### config.mk
export PLATFORM = sky130hd
export DESIGN_NAME = register_file_scoreboard
export DESIGN_NICKNAME = d
export VERILOG_FILES = /design/src/rtl/register_file_scoreboard.sv
export SDC_FILE = /design/constraint.sdc
export NUM_CORES = 2
export LEC_CHECK = 0
export BUFFER_PORTS_ARGS = -buffer_cell sky130_fd_sc_hd__buf_2
export CORE_ASPECT_RATIO = 0.7
export CORE_MARGIN = 4
export CORE_UTILIZATION = 52
export DETAILED_ROUTE_END_ITERATION = 6
export GPL_TIMING_DRIVEN = 0
export PLACE_DENSITY_LB_ADDON = 0.25
export RECOVER_POWER = 50
export SYNTH_ARGS = -nofsm -noshare
export SYNTH_HDL_FRONTEND = slang
export SYNTH_SLANG_ARGS = --single-unit
### constraint.sdc
create_clock -name clk -period 3.85 [get_ports clk]
set_input_delay 0.1925 -clock clk [delete_from_list [all_inputs] [get_ports clk]]
set_output_delay 0.1925 -clock clk [all_outputs]
set_load 0.05 [all_outputs]
### src/rtl/register_file_scoreboard.sv
// 31-entry integer register file with write-through bypass and a one-bit-per-register
// pending scoreboard that raises stall when a consumer reads an outstanding destination.
module register_file_scoreboard #(
  parameter int XLEN = 32
) (
  input  logic            clk,
  input  logic            rst,
  input  logic [4:0]      rs1_addr,
  input  logic [4:0]      rs2_addr,
  input  logic            rs1_used,
  input  logic            rs2_used,
  output logic [XLEN-1:0] rs1_data,
  output logic [XLEN-1:0] rs2_data,
  input  logic            wr_en,
  input  logic [4:0]      wr_addr,
  input  logic [XLEN-1:0] wr_data,
  input  logic            issue_en,
  input  logic [4:0]      issue_rd,
  output logic            rs1_busy,
  output logic            rs2_busy,
  output logic            stall
);

  logic [XLEN-1:0] regs_q [1:31];
  logic [31:1]     pend_q;
  logic [31:1]     pend_d;
  logic            wr_act;
  logic            issue_act;

  assign wr_act    = wr_en && (wr_addr != 5'd0);
  assign issue_act = issue_en && !stall && (issue_rd != 5'd0);

  // x0 has no storage; a same-cycle writeback to the read index is forwarded.
  always_comb begin
    rs1_data = '0;
    if (rs1_addr != 5'd0) begin
      if (wr_act && (wr_addr == rs1_addr)) rs1_data = wr_data;
      else                                 rs1_data = regs_q[rs1_addr];
    end
  end

  always_comb begin
    rs2_data = '0;
    if (rs2_addr != 5'd0) begin
      if (wr_act && (wr_addr == rs2_addr)) rs2_data = wr_data;
      else                                 rs2_data = regs_q[rs2_addr];
    end
  end

  // A register being written back this cycle is no longer busy for its reader.
  always_comb begin
    rs1_busy = 1'b0;
    rs2_busy = 1'b0;
    if (rs1_addr != 5'd0)
      rs1_busy = pend_q[rs1_addr] && !(wr_act && (wr_addr == rs1_addr));
    if (rs2_addr != 5'd0)
      rs2_busy = pend_q[rs2_addr] && !(wr_act && (wr_addr == rs2_addr));
  end

  assign stall = (rs1_used && rs1_busy) || (rs2_used && rs2_busy);

  // Clear is applied before set so a same-edge issue to the written index stays pending.
  always_comb begin
    pend_d = pend_q;
    if (wr_act)    pend_d[wr_addr]  = 1'b0;
    if (issue_act) pend_d[issue_rd] = 1'b1;
  end

  always_ff @(posedge clk) begin
    if (rst) begin
      pend_q <= '0;
      for (int i = 1; i < 32; i++) regs_q[i] <= '0;
    end else begin
      pend_q <= pend_d;
      if (wr_act) regs_q[wr_addr] <= wr_data;
    end
  end

endmodule

==> qor.csv <==
metric,value,unit
instances_no_fill,5502,
slew_headroom,-0.7977,
async_flop_share,0,
antenna_left,0,
max_freq,0.2543,GHz
setup_violations,14,
fin_crit,3.933,ns
wl_met2,79.24,mm
period_share,1.021,
arrival,3.74,ns
start_util,0.5241,
via_per_inst,6.700,
ys_seq_area_frac,0.5521,
ys_warn_count,0,
setup_ws,-0.08271,ns
power,27860,uW
clockBufferDepth,3,
overflow,0,
synthDistinctLibCells,51,
tns,-0.4268,ns
vdd_drop_max,0.0003702,V
firstDrtPassIters,6,
cpMaxStageDelayCell,clkbuf_1,
grt_antenna_before_repair,18,
wl_met3,37.88,mm
io_pins,125,
highest_layer,met5,
syn2layout_area_growth,11.05,%
path_buf_inv,5,
critPathCaptureType,output pin,
hpwl,143.9,mm
routedWlPerCell,35.20,um
clkSlewWorstSetupHoldPaths,0.06,ns
die_h,284.6,um
core_area,0.1084,mm^2
critPathMaxStageDelay,0.88,ns
yosysTopAreaCellShare,0.5411,
drv_slew,744,
avgSynthCellArea,15.51,um^2
ys.flop_type,edfxtp_1,
path_cells,buf_4 -> buf_2 -> clkbuf_2 -> clkbuf_1 -> mux4_2 -> mux4_2 -> mux2i_1 -> o21ai_0 -> buf_2,
vias,36860,
drive_gt1_frac,0.2490,
met1_length,71.71,mm
tritoncts,yes,
hold_class,primary input to flip-flop,
status,"finished, violations left",
dieWidth,403.1,um
grt_pass1_vias,35190,
cts_buffers,106,
crit_type,primary input to output pin,
path_max_fanout,10,
clk_latency,0.71,ns
cts-root-buf,clkbuf_16,
maxCapViolCount,26,
io_buffers,111,
grt_usage,0.3363,
rows,101,
dpl.cell_count,5265,
fp.dieArea,0.1147,mm^2
cts_sinks,1055,
yosys.area.top_type,edfxtp_1,
place_congestion,0.9961,
tightest_slew,2.697,ns
violations,"capacitance limit, slew limit, setup timing",
required,3.66,ns
post_cts_buffers,0,
drt_wl_total,193.7,mm
grt_pass1_wl,267.2,mm
drc_errors,0,
cp_top_family,buffers and inverters,
fin_nets,4027,
syn_inst,3663,
htreeDepth,3,
hold_slack,0.04010,ns
grt_max_degree,33,
synth_area_leaders,"edfxtp_1 (54%), mux4_2 (25%), and2_1 (11%), clkbuf_1 (1.9%), mux2i_1 (1.7%)",
synth_seq_cells,1055,
syn_area,0.05682,mm^2
hold_viol_final,0,
synth_edf_count,1024,
power.leakage,0.02149,uW
finClkSkew,0.01209,ns
critPathLaunchType,primary input,
drtIter0Drc,6322,
power_density,441.4,mW/mm^2
final timing paths:
| check | cells after the start | slack [ns] | startpoint | endpoint |
|---|---|---|---|---|
| max reg2reg | 7 | 1.09 | pend_q[27] | pend_q[28] |
| min | 4 | 0.04 | rs1_used | pend_q[24] |
| min reg2reg | 1 | 0.50 | pend_q[30] | pend_q[30] |
| max | 9 | -0.08 | rs1_addr[1] | rs1_data[9] |
layout make-up:
class                           instances  area, um^2
Multi-Input combinational cell       2208       23920
Tap cell                             1442        1804
Inverter                               44       165.2
Antenna cell                           11       27.53
Fill cell                            8352       45320
Sequential cell                      1055       31370
Buffer                                385        1678
Clock inverter                         56       322.8
Clock buffer                          132        2823
Timing Repair Buffer                  169       993.5
Yosys cell counts, types with 2 or more instances:
| cell type | count |
|---|---|
| or4_1 | 2 |
| a31oi_1 | 5 |
| clkbuf_1 | 287 |
| a22o_1 | 10 |
| and3_1 | 36 |
| nor3b_1 | 2 |
| a31o_2 | 6 |
| nor2b_1 | 5 |
| a21oi_1 | 57 |
| buf_4 | 7 |
| o21bai_1 | 4 |
| nor4_2 | 3 |
| mux2_2 | 6 |
| nand3b_1 | 4 |
| xnor2_1 | 6 |
| buf_1 | 18 |
| nor3_1 | 9 |
| or3b_2 | 2 |
| o21ai_0 | 63 |
| mux2i_1 | 99 |
| a21o_1 | 3 |
| nor2_1 | 50 |
| buf_2 | 69 |
| inv_1 | 43 |
| dfxtp_1 | 31 |
| or2_2 | 4 |
| mux4_2 | 620 |
| nand2_1 | 140 |
| a32o_1 | 15 |
| nand3_1 | 9 |
| a221o_1 | 2 |
| xor2_1 | 4 |
| edfxtp_1 | 1024 |
| buf_6 | 6 |
| and2_1 | 996 |
worst reg2reg max path: cells and delay by family, from the launching register on:
kind	cells	cell delay (ns)
AO/OA/AOI/OAI	4	0.95
buffers and inverters	1	0.65
AND/OR/NAND/NOR	1	0.52
flip-flops	1	0.36
multiplexers	1	0.16
sequential cells by signal, summed over array words and instances (netlist names):
name,flops
regs_q,1024
pend_q,31
layer usage:
metal  GRT usage  vias to the layer above
li1            -                    14680
met5           0                        -
met2      0.4512                     2853
met3      0.1931                      304
met1      0.4793                    19020
met4     0.06732                       12
cells by family (layout without fill, tap and decap cells):
group                     count (synthesis)  count (layout)  share of synthesized area
AOI/OAI and AO/OA                       174             174                    0.01931
xor gates and xnor gates                 10              10                   0.001541
buffers and inverters                   431             786                    0.03124
DFF                                    1055            1055                     0.5521
muxes                                   725             725                     0.2644
other                                     1              43                 0.00006599
and+or+nand+nor                        1267            1267                     0.1314
stage by stage:
stage | area (um^2) | utilization | setup WS (ns)
3_5_place_dp | 59720 | 0.5508 | -0.6512
2_1_floorplan | 56940 | - | 0.7186
4_1_cts | 63310 | 0.5839 | 0.002543
3_3_place_gp | 59300 | 0.5469 | -0.8635
6_report | 63100 | 0.5820 | -0.08271
5_1_grt | 63080 | 0.5818 | -0.0007392
where the power goes:
group	switching [uW]	total [uW]	internal, uW
logic	2880	4470	1590
registers	324	13600	13200
clock network	4530	9820	5290
cells in the final DEF, fill, tap and decap left out, drive strengths merged, types with 15 or more instances in the layout:
cell	n
a32o	15
buf	170
clkbuf	475
nor2	50
conb	32
clkinv	56
a21oi	57
mux2i	99
and2	996
nand2	140
dlygate4sd3	38
inv	41
and3	36
o21ai	63
dfxtp	31
edfxtp	1024
mux4	620
what timing repair did:
action                                  CTS  global route
endpoints found under the setup margin   57            48
hold buffers                             38             0
endpoints found under the hold margin   136             0
resized for setup                        35            49
Note: power is estimated with default switching activity, not from simulation.
